File: src/rtl/tiny16_mem_pkg.sv
// Shared types and constants for the tiny16 memory/bus controller and its address decoder.
package tiny16_mem_pkg;

    localparam int unsigned ADDR_W    = 16;
    localparam int unsigned DATA_W    = 16;
    localparam int unsigned IO_ADDR_W = 8;
    localparam int unsigned WAIT_W    = 3;

    localparam logic [ADDR_W-1:0] ROM_TOP_DEF  = 16'h0FFF;
    localparam logic [ADDR_W-1:0] IO_BASE_DEF  = 16'hFF00;
    localparam logic [DATA_W-1:0] IO_TMO_RDATA = 16'hFFFF;

    typedef enum logic [1:0] {
        REG_ROM,
        REG_RAM,
        REG_IO
    } region_e;

    typedef enum logic [1:0] {
        ST_IDLE,
        ST_WAIT,
        ST_IO_WAIT,
        ST_DONE
    } state_e;

    // Request captured at the start of a multi-cycle transfer.
    typedef struct packed {
        logic [ADDR_W-1:0] addr;
        logic [DATA_W-1:0] wdata;
        logic              wr;
        region_e           region;
    } bus_req_t;

endpackage

File: src/rtl/tiny16_addr_decode.sv
// Combinational address-to-region decoder: ROM at the bottom, I/O at the top, RAM between.
module tiny16_addr_decode
    import tiny16_mem_pkg::*;
#(
    parameter logic [ADDR_W-1:0] ROM_TOP = ROM_TOP_DEF,
    parameter logic [ADDR_W-1:0] IO_BASE = IO_BASE_DEF
) (
    input  logic [ADDR_W-1:0] addr_i,
    output region_e           region_o
);

    always_comb begin
        region_o = REG_RAM;
        if (addr_i <= ROM_TOP) begin
            region_o = REG_ROM;
        end else if (addr_i >= IO_BASE) begin
            region_o = REG_IO;
        end
    end

endmodule

File: src/rtl/tiny16_mem_ctrl.sv
// tiny16 memory/bus controller: region decode, wait states, I/O handshake, sticky bus error.
// Optional I/O ack timeout enabled by defining TINY16_MEM_CTRL_IO_TIMEOUT_EN.
module tiny16_mem_ctrl
    import tiny16_mem_pkg::*;
#(
    parameter logic [ADDR_W-1:0] ROM_TOP    = ROM_TOP_DEF,
    parameter logic [ADDR_W-1:0] IO_BASE    = IO_BASE_DEF,
    parameter int unsigned       ROM_WAIT   = 1,
    parameter int unsigned       RAM_WAIT   = 0,
    parameter int unsigned       IO_TIMEOUT = 255
) (
    input  logic                 clk,
    input  logic                 reset,
    input  logic [ADDR_W-1:0]    cpu_address,
    input  logic [DATA_W-1:0]    cpu_wdata,
    input  logic                 cpu_rd_n,
    input  logic                 cpu_wr,
    output logic [DATA_W-1:0]    cpu_rdata,
    output logic                 cpu_ready,
    output logic [ADDR_W-1:0]    rom_addr,
    input  logic [DATA_W-1:0]    rom_data,
    output logic [ADDR_W-1:0]    ram_addr,
    output logic [DATA_W-1:0]    ram_wdata,
    output logic                 ram_we,
    input  logic [DATA_W-1:0]    ram_rdata,
    output logic [IO_ADDR_W-1:0] io_addr,
    output logic [DATA_W-1:0]    io_wdata,
    output logic                 io_rd,
    output logic                 io_wr,
    input  logic [DATA_W-1:0]    io_rdata,
    input  logic                 io_ack,
    output logic                 bus_error
);

    localparam logic [WAIT_W-1:0] ROM_N = WAIT_W'(ROM_WAIT);
    localparam logic [WAIT_W-1:0] RAM_N = WAIT_W'(RAM_WAIT);

    if (ROM_WAIT > 7 || RAM_WAIT > 7 || IO_TIMEOUT == 0) begin : g_bad_cfg
        $error("tiny16_mem_ctrl: wait states must be 0..7 and IO_TIMEOUT nonzero");
    end

    region_e           cur_region;
    logic              req;
    logic [WAIT_W-1:0] cur_wait;

    state_e            state_q, state_d;
    bus_req_t          lat_q, lat_d;
    logic [WAIT_W-1:0] cnt_q, cnt_d;
    logic [DATA_W-1:0] io_data_q, io_data_d;
    logic              bus_error_q, bus_error_d;
    logic              io_rd_q, io_rd_d;
    logic              io_wr_q, io_wr_d;

`ifdef TINY16_MEM_CTRL_IO_TIMEOUT_EN
    localparam int unsigned TMO_W = $clog2(IO_TIMEOUT + 1);
    localparam logic [TMO_W-1:0] TMO_LAST = TMO_W'(IO_TIMEOUT - 1);
    logic [TMO_W-1:0] tmo_q, tmo_d;
`endif

    tiny16_addr_decode #(
        .ROM_TOP (ROM_TOP),
        .IO_BASE (IO_BASE)
    ) u_addr_decode (
        .addr_i   (cpu_address),
        .region_o (cur_region)
    );

    assign req      = !cpu_rd_n || cpu_wr;
    assign cur_wait = (cur_region == REG_ROM) ? ROM_N : RAM_N;

    // State and latched-request registers
    always_ff @(posedge clk) begin
        if (!reset) begin
            state_q     <= ST_IDLE;
            lat_q       <= '0;
            cnt_q       <= '0;
            io_data_q   <= '0;
            bus_error_q <= 1'b0;
            io_rd_q     <= 1'b0;
            io_wr_q     <= 1'b0;
`ifdef TINY16_MEM_CTRL_IO_TIMEOUT_EN
            tmo_q       <= '0;
`endif
        end else begin
            state_q     <= state_d;
            lat_q       <= lat_d;
            cnt_q       <= cnt_d;
            io_data_q   <= io_data_d;
            bus_error_q <= bus_error_d;
            io_rd_q     <= io_rd_d;
            io_wr_q     <= io_wr_d;
`ifdef TINY16_MEM_CTRL_IO_TIMEOUT_EN
            tmo_q       <= tmo_d;
`endif
        end
    end

    // Next-state and bus outputs
    always_comb begin
        state_d     = state_q;
        lat_d       = lat_q;
        cnt_d       = cnt_q;
        io_data_d   = io_data_q;
        bus_error_d = bus_error_q;
        io_rd_d     = io_rd_q;
        io_wr_d     = io_wr_q;
`ifdef TINY16_MEM_CTRL_IO_TIMEOUT_EN
        tmo_d       = tmo_q;
`endif
        cpu_ready   = 1'b0;
        cpu_rdata   = '0;
        ram_we      = 1'b0;
        rom_addr    = lat_q.addr;
        ram_addr    = lat_q.addr;
        ram_wdata   = lat_q.wdata;

        unique case (state_q)
            ST_IDLE: begin
                rom_addr  = cpu_address;
                ram_addr  = cpu_address;
                ram_wdata = cpu_wdata;
                cpu_ready = 1'b1;
                if (req) begin
                    if ((!cpu_rd_n && cpu_wr) || (cpu_wr && cur_region == REG_ROM)) begin
                        bus_error_d = 1'b1;
                    end
                    lat_d.addr   = cpu_address;
                    lat_d.wdata  = cpu_wdata;
                    lat_d.wr     = cpu_wr;
                    lat_d.region = cur_region;
                    if (cur_region == REG_IO) begin
                        cpu_ready = 1'b0;
                        io_rd_d   = !cpu_wr;
                        io_wr_d   = cpu_wr;
`ifdef TINY16_MEM_CTRL_IO_TIMEOUT_EN
                        tmo_d     = '0;
`endif
                        state_d   = ST_IO_WAIT;
                    end else if (cur_wait == '0) begin
                        ram_we = cpu_wr && (cur_region == REG_RAM);
                        if (!cpu_wr) begin
                            cpu_rdata = (cur_region == REG_ROM) ? rom_data : ram_rdata;
                        end
                    end else begin
                        // The IDLE cycle counts as the first of the N ready-low cycles.
                        cpu_ready = 1'b0;
                        cnt_d     = cur_wait - WAIT_W'(1);
                        state_d   = (cur_wait == WAIT_W'(1)) ? ST_DONE : ST_WAIT;
                    end
                end
            end
            ST_WAIT: begin
                cnt_d = (cnt_q == '0) ? '0 : cnt_q - WAIT_W'(1);
                if (cnt_q <= WAIT_W'(1)) begin
                    state_d = ST_DONE;
                end
            end
            ST_IO_WAIT: begin
                if (io_ack) begin
                    io_data_d = io_rdata;
                    io_rd_d   = 1'b0;
                    io_wr_d   = 1'b0;
                    state_d   = ST_DONE;
`ifdef TINY16_MEM_CTRL_IO_TIMEOUT_EN
                end else if (tmo_q == TMO_LAST) begin
                    io_data_d   = IO_TMO_RDATA;
                    io_rd_d     = 1'b0;
                    io_wr_d     = 1'b0;
                    bus_error_d = 1'b1;
                    state_d     = ST_DONE;
                end else begin
                    tmo_d = tmo_q + TMO_W'(1);
`endif
                end
            end
            ST_DONE: begin
                cpu_ready = 1'b1;
                state_d   = ST_IDLE;
                if (lat_q.wr) begin
                    ram_we = (lat_q.region == REG_RAM);
                end else begin
                    unique case (lat_q.region)
                        REG_ROM: cpu_rdata = rom_data;
                        REG_RAM: cpu_rdata = ram_rdata;
                        default: cpu_rdata = io_data_q;
                    endcase
                end
            end
            default: state_d = ST_IDLE;
        endcase

        // While reset is held the bus must look idle.
        if (!reset) begin
            cpu_ready = 1'b1;
            ram_we    = 1'b0;
        end
    end

    assign io_addr   = lat_q.addr[IO_ADDR_W-1:0];
    assign io_wdata  = lat_q.wdata;
    assign io_rd     = io_rd_q;
    assign io_wr     = io_wr_q;
    assign bus_error = bus_error_q;

endmodule

File: config.mk
export PLATFORM = sky130hd
export DESIGN_NAME = tiny16_mem_ctrl
export DESIGN_NICKNAME = d
export VERILOG_FILES = /design/src/rtl/tiny16_mem_pkg.sv /design/src/rtl/tiny16_addr_decode.sv /design/src/rtl/tiny16_mem_ctrl.sv
export SDC_FILE = /design/constraint.sdc
export NUM_CORES = 1
export LEC_CHECK = 0
export CORE_ASPECT_RATIO = 0.5
export CORE_MARGIN = 10
export CORE_UTILIZATION = 40
export DETAILED_ROUTE_END_ITERATION = 8
export HOLD_SLACK_MARGIN = 0.15
export PLACE_DENSITY = 0.83
export REMOVE_ABC_BUFFERS = 1
export SYNTH_ARGS = -nofsm -noshare
export SYNTH_HDL_FRONTEND = slang
export SYNTH_HIERARCHICAL = 1
export SYNTH_SLANG_ARGS = --single-unit
File: constraint.sdc
create_clock -name clk -period 5.5 [get_ports clk]
set_clock_uncertainty 0.05 [all_clocks]
set_input_delay 1.1 -clock clk [delete_from_list [all_inputs] [get_ports clk]]
set_output_delay 1.1 -clock clk [all_outputs]
set_load 0.02 [all_outputs]
**Word-level counts from Yosys, hierarchy flattened**

Index checks and enable logic that the tools add are counted.

- Add/subtract/negate cells: 2
- Multipliers: 0
- Divide/modulo/power cells: 0
- Order comparisons: 3
- Equality and inequality tests: 14
- Shifts and indexed selects: 0
- Multiplexer cells: 43
- Bitwise gates (word level): 0
- Reduce and logical (&&, ||, !) cells: 20

Operator list:

| cell | count |
|---|---|
| $mux 16 | 8 |
| $pmux 16 s2 | 2 |
| $ge 16x16->1 const B | 1 |
| $le 16x12->1 const B | 1 |
| $mux 2 | 8 |
| $mux 1 | 15 |
| $mux 3 | 4 |
| $ne 2x2->1 const B | 6 |
| $reduce_and 4->1 | 3 |
| $pmux 1 s2 | 4 |
| $pmux 2 s4 | 1 |
| $eq 2x1->1 const B | 3 |
| $eq 2x2->1 const B | 3 |
| $logic_not 2->1 | 3 |
| $logic_not 3->1 | 2 |
| $pmux 3 s2 | 1 |
| $reduce_and 2->1 | 2 |
| $reduce_bool 2->1 | 2 |
| $le 3x1->1 const B | 1 |
| $logic_and 1x1->1 | 3 |
| $ne 3x3->1 const B | 1 |
| $reduce_and 3->1 | 1 |
| $sub 3x1->3 const B | 1 |
| $logic_not 1->1 | 2 |
| 3 further kinds | 4 |

- Register bits after elaboration: 59
- Latch bits: 0
- RAM bits: 0
- Bits in read-only memories: 0
- Input port bits: 85
- Output and inout port bits: 93
- Word-level logic and storage cells: 92
- Memories kept: 0

**Depth between registers and ports, before layout**

Gate-level depths: netlist of run 1.

- Word-level depth: 11
- Depth in mapped cells: 8
- Depth with buffers taken out: 6

**Modules after synthesis**

Netlist of run 1, hierarchy kept.

Modules (own cells, without submodules):

| module | times used | cells each | area each (um^2) |
|---|---|---|---|
| tiny16_mem_ctrl | 1 | 425 | 3424.5 |
| tiny16_addr_decode | 1 | 5 | 31.3 |

**Least setup slack after synthesis of run 1**

Ideal clock, no wire load.

- Kind: input-to-output
- Start point: in cpu_address[15]
- End point: out cpu_rdata[0]
- Arrival time: 2.508 ns
- Setup slack: 1.842 ns
- Stages on the path: 6
- Buffers on the path: 1
- Cells stage by stage: or4_1 > o21a_1 > a32o_2 > buf_6 > a22oi_1 > nor2_1

- Cells in the longest elaborated chain, start to end: 10

Ends and longest elaborated chain:

| what | line | text |
|---|---|---|
| start: declaration | tiny16_mem_ctrl.sv:14 | `input logic [ADDR_W-1:0] cpu_address,` |
| $ge 16x16->1 | tiny16_addr_decode.sv:16 | `end else if (addr_i >= IO_BASE) begin` |
| $mux 2 | tiny16_addr_decode.sv:16 |  |
| $mux 2 (*) | tiny16_addr_decode.sv:14 | `if (addr_i <= ROM_TOP) begin` |
| via cur_region[0] | tiny16_mem_ctrl.sv:42 | `region_e cur_region;` |
| $logic_not 2->1 | tiny16_mem_ctrl.sv:69, tiny16_mem_ctrl.sv:142 |  |
| $mux 1 or $mux 16 (tied branches) | tiny16_mem_ctrl.sv:69, tiny16_mem_ctrl.sv:142 |  |
| $logic_not 3->1 or $mux 16 (tied branches) | tiny16_mem_ctrl.sv:139, tiny16_mem_ctrl.sv:141 |  |
| $mux 16 | tiny16_mem_ctrl.sv:139 | `end else if (cur_wait == '0) begin` |
| $mux 16 (*) | tiny16_mem_ctrl.sv:131 | `if (cur_region == REG_IO) begin` |
| $mux 16 (*) | tiny16_mem_ctrl.sv:123 | `if (req) begin` |
| $pmux 16 s2 (*) | tiny16_mem_ctrl.sv:117 | `unique case (state_q)` |
| end: declaration | tiny16_mem_ctrl.sv:18 | `output logic [DATA_W-1:0] cpu_rdata,` |

The timed path passes the listed nets; every way through them passes the cells marked *.

**Worst setup path after layout of run 1**

Ends and elaborated chain as after synthesis.

==> run_results.csv, run 1 <==
group,metric,value,unit
setup_path,cp-endpoint,"cpu_rdata[0]",
final_layout,synthToLayoutAreaGrowth,52.1,%
logic_synthesis,yosysSeqAreaShare,0.342,
setup_path,cp-end-kind,"output port",
worst_hold_path,min_from,"lat_q[31]",
sta,worst_pin_slew,1.15,ns
sta,layout_min_cycle_time,4.74,ns
logic_synthesis,synth_xor_area_frac,0,
pwr,cellPowerDensity,556,nW/um2
sta,min_period_over_period,0.861,
grt,grt_max_degree,58,
logic_synthesis,synth-compound-area-share,0.195,
die,io_pins,178,
final_layout,num_antenna_cells,0,
routing,wl_met3,789,um
run,drv_cap,0,
placed_design,dp_hpwl,8.61,mm
die,fp.dieW,151,um
grt,grt_pass1_vias,3541,
sta,slew_headroom,0.233,
routing,m1WireLength,4.46,mm
setup_path,required,4.35,ns
routing,top_layer,"met4",
logic_synthesis,synth_flop_cell,"dfxtp_1",
logic_synthesis,synthMuxAreaShare,0.104,
worst_hold_path,hp-class,"register to register",
logic_synthesis,async_reset_ff_frac,0,
routing,totalWireLength,11.7,mm
die,initial_core_util,0.421,
sta,finalHoldViolations,0,
logic_synthesis,synth_area_per_cell,8.04,um2
clock_network,insertion_delay,0.33,ns
routing,first_pass_iters,5,
final_layout,fill_cells,686,
setup_path,ff2ff_setup_slack,3.27,ns
logic_synthesis,yosysMostFrequentCell,"nand2_1",
clock_network,holdBufCountCts,0,
logic_synthesis,netlist_instances,430,
routing,met2_length,6.18,mm
logic_synthesis,yosys.area.top_type_share,0.342,
setup_path,worstPathArrival,3.59,ns
pwr,p_total,2.92,mW
setup_path,reg2reg_from,"state_q[1]",
setup_path,critPathMaxFanout,16,
routing,via_per_inst,5.15,
setup_path,critical_path.startpoint,"cpu_address[15]",
grt,grt.total_usage,0.175,
sta,setup_tns,0,ns
grt,grt_overflow,0,
clock_network,cts_tree,"built",
routing,wire_per_inst,17.5,um
sta,rsz0062_at_grt,"no",
grt,grt_pass1_wl,18.3,mm
setup_path,path_class,"input pin to output port",
logic_synthesis,synth_edf_count,0,
placed_design,globalplace.congestion,0.818,
logic_synthesis,yosys.area.top_type,"dfxtp_1",
sta,setup_viol,0,
logic_synthesis,synthSimpleGateAreaFrac,0.191,
clock_network,h-tree-depth,3,
placed_design,place_area,4910,um2
clock_network,cts.sinks,59,
final_layout,design_area,5260,um2
pwr,p_leak,2.00,nW
clock_network,clockBufferDepth,2,
sta,max_freq,0.211,GHz
logic_synthesis,yosysWarnings,6,
status,status,"complete, no violations",
pwr,irDropWorstVdd,305,uV
final_layout,layout-drive-gt1-share,0.108,
routing,drc_errors,0,
routing,postRouteAntennaNets,0,
logic_synthesis,synthTopCellsByCount,"nand2_1 (106), dfxtp_1 (59), a21oi_1 (52)",
logic_synthesis,synth-adder-area-share,0.0217,
sta,finalMaxSlewViolations,0,
logic_synthesis,synth_top_family_by_area,"compound AO/OA/AOI/OAI gates",
clock_network,cts_buffers,9,
final_layout,fin_nets,643,
routing,drt-initial-drc-count,243,
clock_network,cts_resized,0,
logic_synthesis,ys_ff_latch,59,
clock_network,cts_setup_buffers,0,
logic_synthesis,ys_types,41,
routing,vias,3447,
grt,antenna_found_initial,0,
setup_path,reg2reg_depth,6,
die,die_area,13000,um2
die,coreArea,8200,um2
placed_design,io_buffers,177,
logic_synthesis,synth_area_leaders,"dfxtp_1 (34%), nand2_1 (12%), mux2_2 (10%), buf_4 (9.1%), a21oi_1 (7.5%)",
logic_synthesis,synth.cell_area,3460,um2
clock_network,cts.clk_slew.worst_paths,0.05,ns
die,rows,23,
clock_network,cts-root-buf,"clkbuf_16",
setup_path,worst_r2r_endpoint,"lat_q[2]",
setup_path,crit_path_start_kind,"input pin",
die,die_h,85.7,um
==> report_power, final <==
part | leakage (nW) | switching (mW) | internal, mW
clock network | 0.169 | 0.195 | 0.453
registers | 0.483 | 0.0556 | 0.512
logic | 1.34 | 0.933 | 0.776
==> cell families (layout without fill, tap and decap cells) <==
| group | after synthesis | after routing |
|---|---|---|
| compound gates | 102 | 102 |
| fa+ha+maj | 6 | 6 |
| buf+inv | 75 | 202 |
| flops | 59 | 59 |
| mux | 32 | 32 |
| simple gates | 156 | 156 |
==> per-stage QoR <==
step                      cells  utilization  worst slack, ns  hold slack [ns]
final                       669        0.641            0.763            0.403
after global routing        669        0.641            0.597            0.427
after CTS                   669        0.641            0.789            0.407
after detailed placement    653        0.599            0.790            0.399
after global placement      653        0.599            0.825            0.392
after floorplan             360            -             1.88            0.384
==> placed cells by master, fill, tap and decap left out, types with 2 or more instances in the layout <==
| master | n |
|---|---|
| clkdlybuf4s50_1 | 177 |
| nand2_1 | 106 |
| dfxtp_1 | 59 |
| a21oi_1 | 52 |
| mux2_2 | 32 |
| nor2_1 | 25 |
| a22o_1 | 16 |
| a22oi_1 | 12 |
| clkbuf_16 | 9 |
| a22oi_2 | 5 |
| ha_1 | 5 |
| inv_1 | 4 |
| o21ai_0 | 4 |
| nand4_1 | 4 |
| buf_4 | 4 |
| nor2b_1 | 3 |
| nand2b_1 | 3 |
| and2_1 | 3 |
| bufinv_16 | 3 |
| a31oi_1 | 2 |
| nand3b_1 | 2 |
| nand3_1 | 2 |
| o31ai_1 | 2 |
| clkinv_2 | 2 |
==> state kept, by name, indices dropped and copies added (netlist names) <==
register	count
lat_q	11
io_wr	1
io_data_q	16
bus_error	1
state_q	2
io_rd	1
cnt_q	3
io_addr	8
io_wdata	16
==> layer usage <==
layer,GRT usage,up-vias
li1,-,1683
met4,0.0652,0
met3,0.0613,24
met2,0.324,116
met5,0,-
met1,0.179,1624
==> final cells by class <==
cell class | instances | area [um2] | area share
Inverter | 5 | 18.8 | 0.00357
Clock inverter | 5 | 100 | 0.0190
Clock buffer | 11 | 243 | 0.0462
Tap cell | 112 | 140 | 0.0267
Multi-Input combinational cell | 296 | 1770 | 0.337
Sequential cell | 59 | 1180 | 0.225
Timing Repair Buffer | 181 | 1800 | 0.343
==> how the worst min path moves through the flow <==
stage	end	cells past startpoint
after global placement	io_wr	2
final	lat_q[31]	2
after CTS	lat_q[31]	2
after floorplan	lat_q[27]	2
after detailed placement	lat_q[31]	2
after global routing	io_data_q[5]	2
==> critical path: stages <==
cell,delay [ns]
clkdlybuf4s50_1,0.45
or4_1,0.53
o21a_1,0.21
a32o_2,0.42
a22oi_1,0.23
nor2_1,0.08
clkdlybuf4s50_1,0.57
(Power assumes the default switching activity.)
==> inputs of run 2 (changes only) <==
--- a/config.mk
+++ b/config.mk
@@ -7,10 +7,11 @@
 export LEC_CHECK = 0
 export CORE_ASPECT_RATIO = 0.5
 export CORE_MARGIN = 10
-export CORE_UTILIZATION = 40
+export CORE_UTILIZATION = 24
+export CTS_CLUSTER_SIZE = 25
 export DETAILED_ROUTE_END_ITERATION = 8
 export HOLD_SLACK_MARGIN = 0.15
-export PLACE_DENSITY = 0.83
+export PLACE_DENSITY = 0.55
 export REMOVE_ABC_BUFFERS = 1
 export SYNTH_ARGS = -nofsm -noshare
 export SYNTH_HDL_FRONTEND = slang
==> run 2 against run 1 <==
Compared with the run above:
- cell count is 12% higher
- sequential share of layout area is 0.16 points lower
- critical path type unchanged
- register-to-register slack better by 0.25 ns
- largest cell class unchanged
- critical endpoint is now cpu_rdata[7]
- sequential power hardly changed
- core utilization is 26 points lower
- global-route usage is 5.4 points lower
==> run_results.csv, run 2 (synthesis results as in run 1) <==
group,metric,value,unit
status,status,"complete, no violations",
setup_path,reg2reg_depth,5,
grt,grt.total_usage,0.121,
routing,via_per_inst,4.42,
clock_network,holdBufCountCts,0,
clock_network,clockBufferDepth,2,
final_layout,final_cells,748,
final_layout,design_area,5290,um2
die,coreArea,13800,um2
setup_path,worst_r2r_endpoint,"lat_q[2]",
placed_design,io_buffers,177,
worst_hold_path,hp-class,"register to register",
die,io_pins,178,
sta,slew_headroom,0.264,
placed_design,dp.cells,733,
setup_path,crit_path_start_kind,"input pin",
sta,worst_pin_slew,1.10,ns
routing,postRouteAntennaNets,0,
clock_network,cts.clk_slew.worst_paths,0.05,ns
die,die_h,105,um
final_layout,fill_cells,1466,
sta,rsz0062_at_grt,"no",
clock_network,cts.sinks,59,
sta,min_period_over_period,0.860,
setup_path,worstPathArrival,3.58,ns
sta,finalMaxSlewViolations,0,
placed_design,globalplace.congestion,0.742,
pwr,p_leak,1.97,nW
routing,first_pass_iters,4,
routing,drt-initial-drc-count,123,
setup_path,cp-end-kind,"output port",
die,die_area,19900,um2
final_layout,layout-drive-gt1-share,0.108,
pwr,cellPowerDensity,531,nW/um2
placed_design,place_area,5010,um2
final_layout,multi_input_area,1770,um2
die,initial_core_util,0.250,
sta,setup_viol,0,
setup_path,reg2reg_from,"state_q[1]",
setup_path,ff2ff_setup_slack,3.52,ns
clock_network,cts_buffers,9,
setup_path,required,4.35,ns
final_layout,seq_area,1180,um2
grt,antenna_found_initial,0,
clock_network,cts_setup_buffers,0,
worst_hold_path,min_from,"lat_q[30]",
sta,layout_min_cycle_time,4.73,ns
run,drv_cap,0,
sta,max_freq,0.211,GHz
final_layout,num_antenna_cells,0,
grt,grt_pass1_wl,19.4,mm
routing,wire_per_inst,16.4,um
sta,finalHoldViolations,0,
final_layout,fin_nets,643,
clock_network,cts_tree,"built",
routing,totalWireLength,12.3,mm
sta,setup_tns,0,ns
worst_hold_path,holdPathStages,2,
pwr,irDropWorstVdd,197,uV
routing,vias,3303,
final_layout,final_common_cell,"clkdlybuf4s50_1",
routing,drc_errors,0,
clock_network,cts_resized,0,
clock_network,h-tree-depth,3,
worst_hold_path,hold_end,"lat_q[30]",
die,rows,30,
clock_network,insertion_delay,0.33,ns
grt,grt_pass1_vias,3355,
final_layout,synthToLayoutAreaGrowth,53.2,%
setup_path,path_class,"input pin to output port",
die,fp.dieW,190,um
placed_design,dp_hpwl,9.25,mm
pwr,p_total,2.81,mW
grt,grt_overflow,0,
grt,grt_max_degree,58,
setup_path,critPathMaxFanout,16,
final_layout,layout_common_cells,"clkdlybuf4s50_1 (177), nand2_1 (106), dfxtp_1 (59), a21oi_1 (52), mux2_2 (32)",
clock_network,cts-root-buf,"clkbuf_16",
## run 2: worst max-delay path by stage
stage | start | endpoint | slack, ns | cells after the start
after detailed placement | cpu_address[15] | cpu_rdata[7] | 0.75 | 7
final | cpu_address[15] | cpu_rdata[7] | 0.77 | 7
after floorplan | state_q[0] | cpu_rdata[0] | 1.88 | 5
after global placement | cpu_address[15] | cpu_rdata[9] | 0.80 | 7
after CTS | cpu_address[15] | cpu_rdata[7] | 0.75 | 7
after global routing | cpu_address[15] | cpu_rdata[0] | 0.60 | 7
## run 2: where the power goes
group          internal (mW)  total (mW)  leakage, nW  switching, mW
combinational          0.780        1.72         1.35          0.935
clock                  0.337       0.529        0.141          0.191
sequential             0.512       0.566        0.483         0.0536
total                   1.63        2.81         1.97           1.18
## run 2: per-layer routing
metal,vias up,wire [um],GRT usage
met5,-,0,0
met2,62,6710,0.225
met4,0,106,0.0321
met3,10,427,0.0295
met1,1557,5010,0.134
li1,1674,-,-
## run 2: worst max-delay path, stage by stage
cell             delay [ns]
clkdlybuf4s50_1        0.45
or4_1                  0.53
o21a_1                 0.21
a32o_2                 0.43
a22oi_1                0.25
nor2_1                 0.06
clkdlybuf4s50_1        0.55
## run 2: per-stage QoR
step	setup WS [ns]	util	hold WS, ns
2_1_floorplan	1.88	-	0.384
3_3_place_gp	0.797	0.363	0.391
5_1_grt	0.602	0.383	0.422
3_5_place_dp	0.754	0.363	0.401
4_1_cts	0.750	0.383	0.408
6_report	0.768	0.383	0.406
## run 2: cell type report
cell class                 count  share of cell area
clock buffer                  13              0.0511
clock inverter                 2             0.00189
inverter                       5             0.00355
multi-input combinational    296               0.335
sequential                    59               0.223
tap                          192              0.0454
timing repair buffer         181               0.340
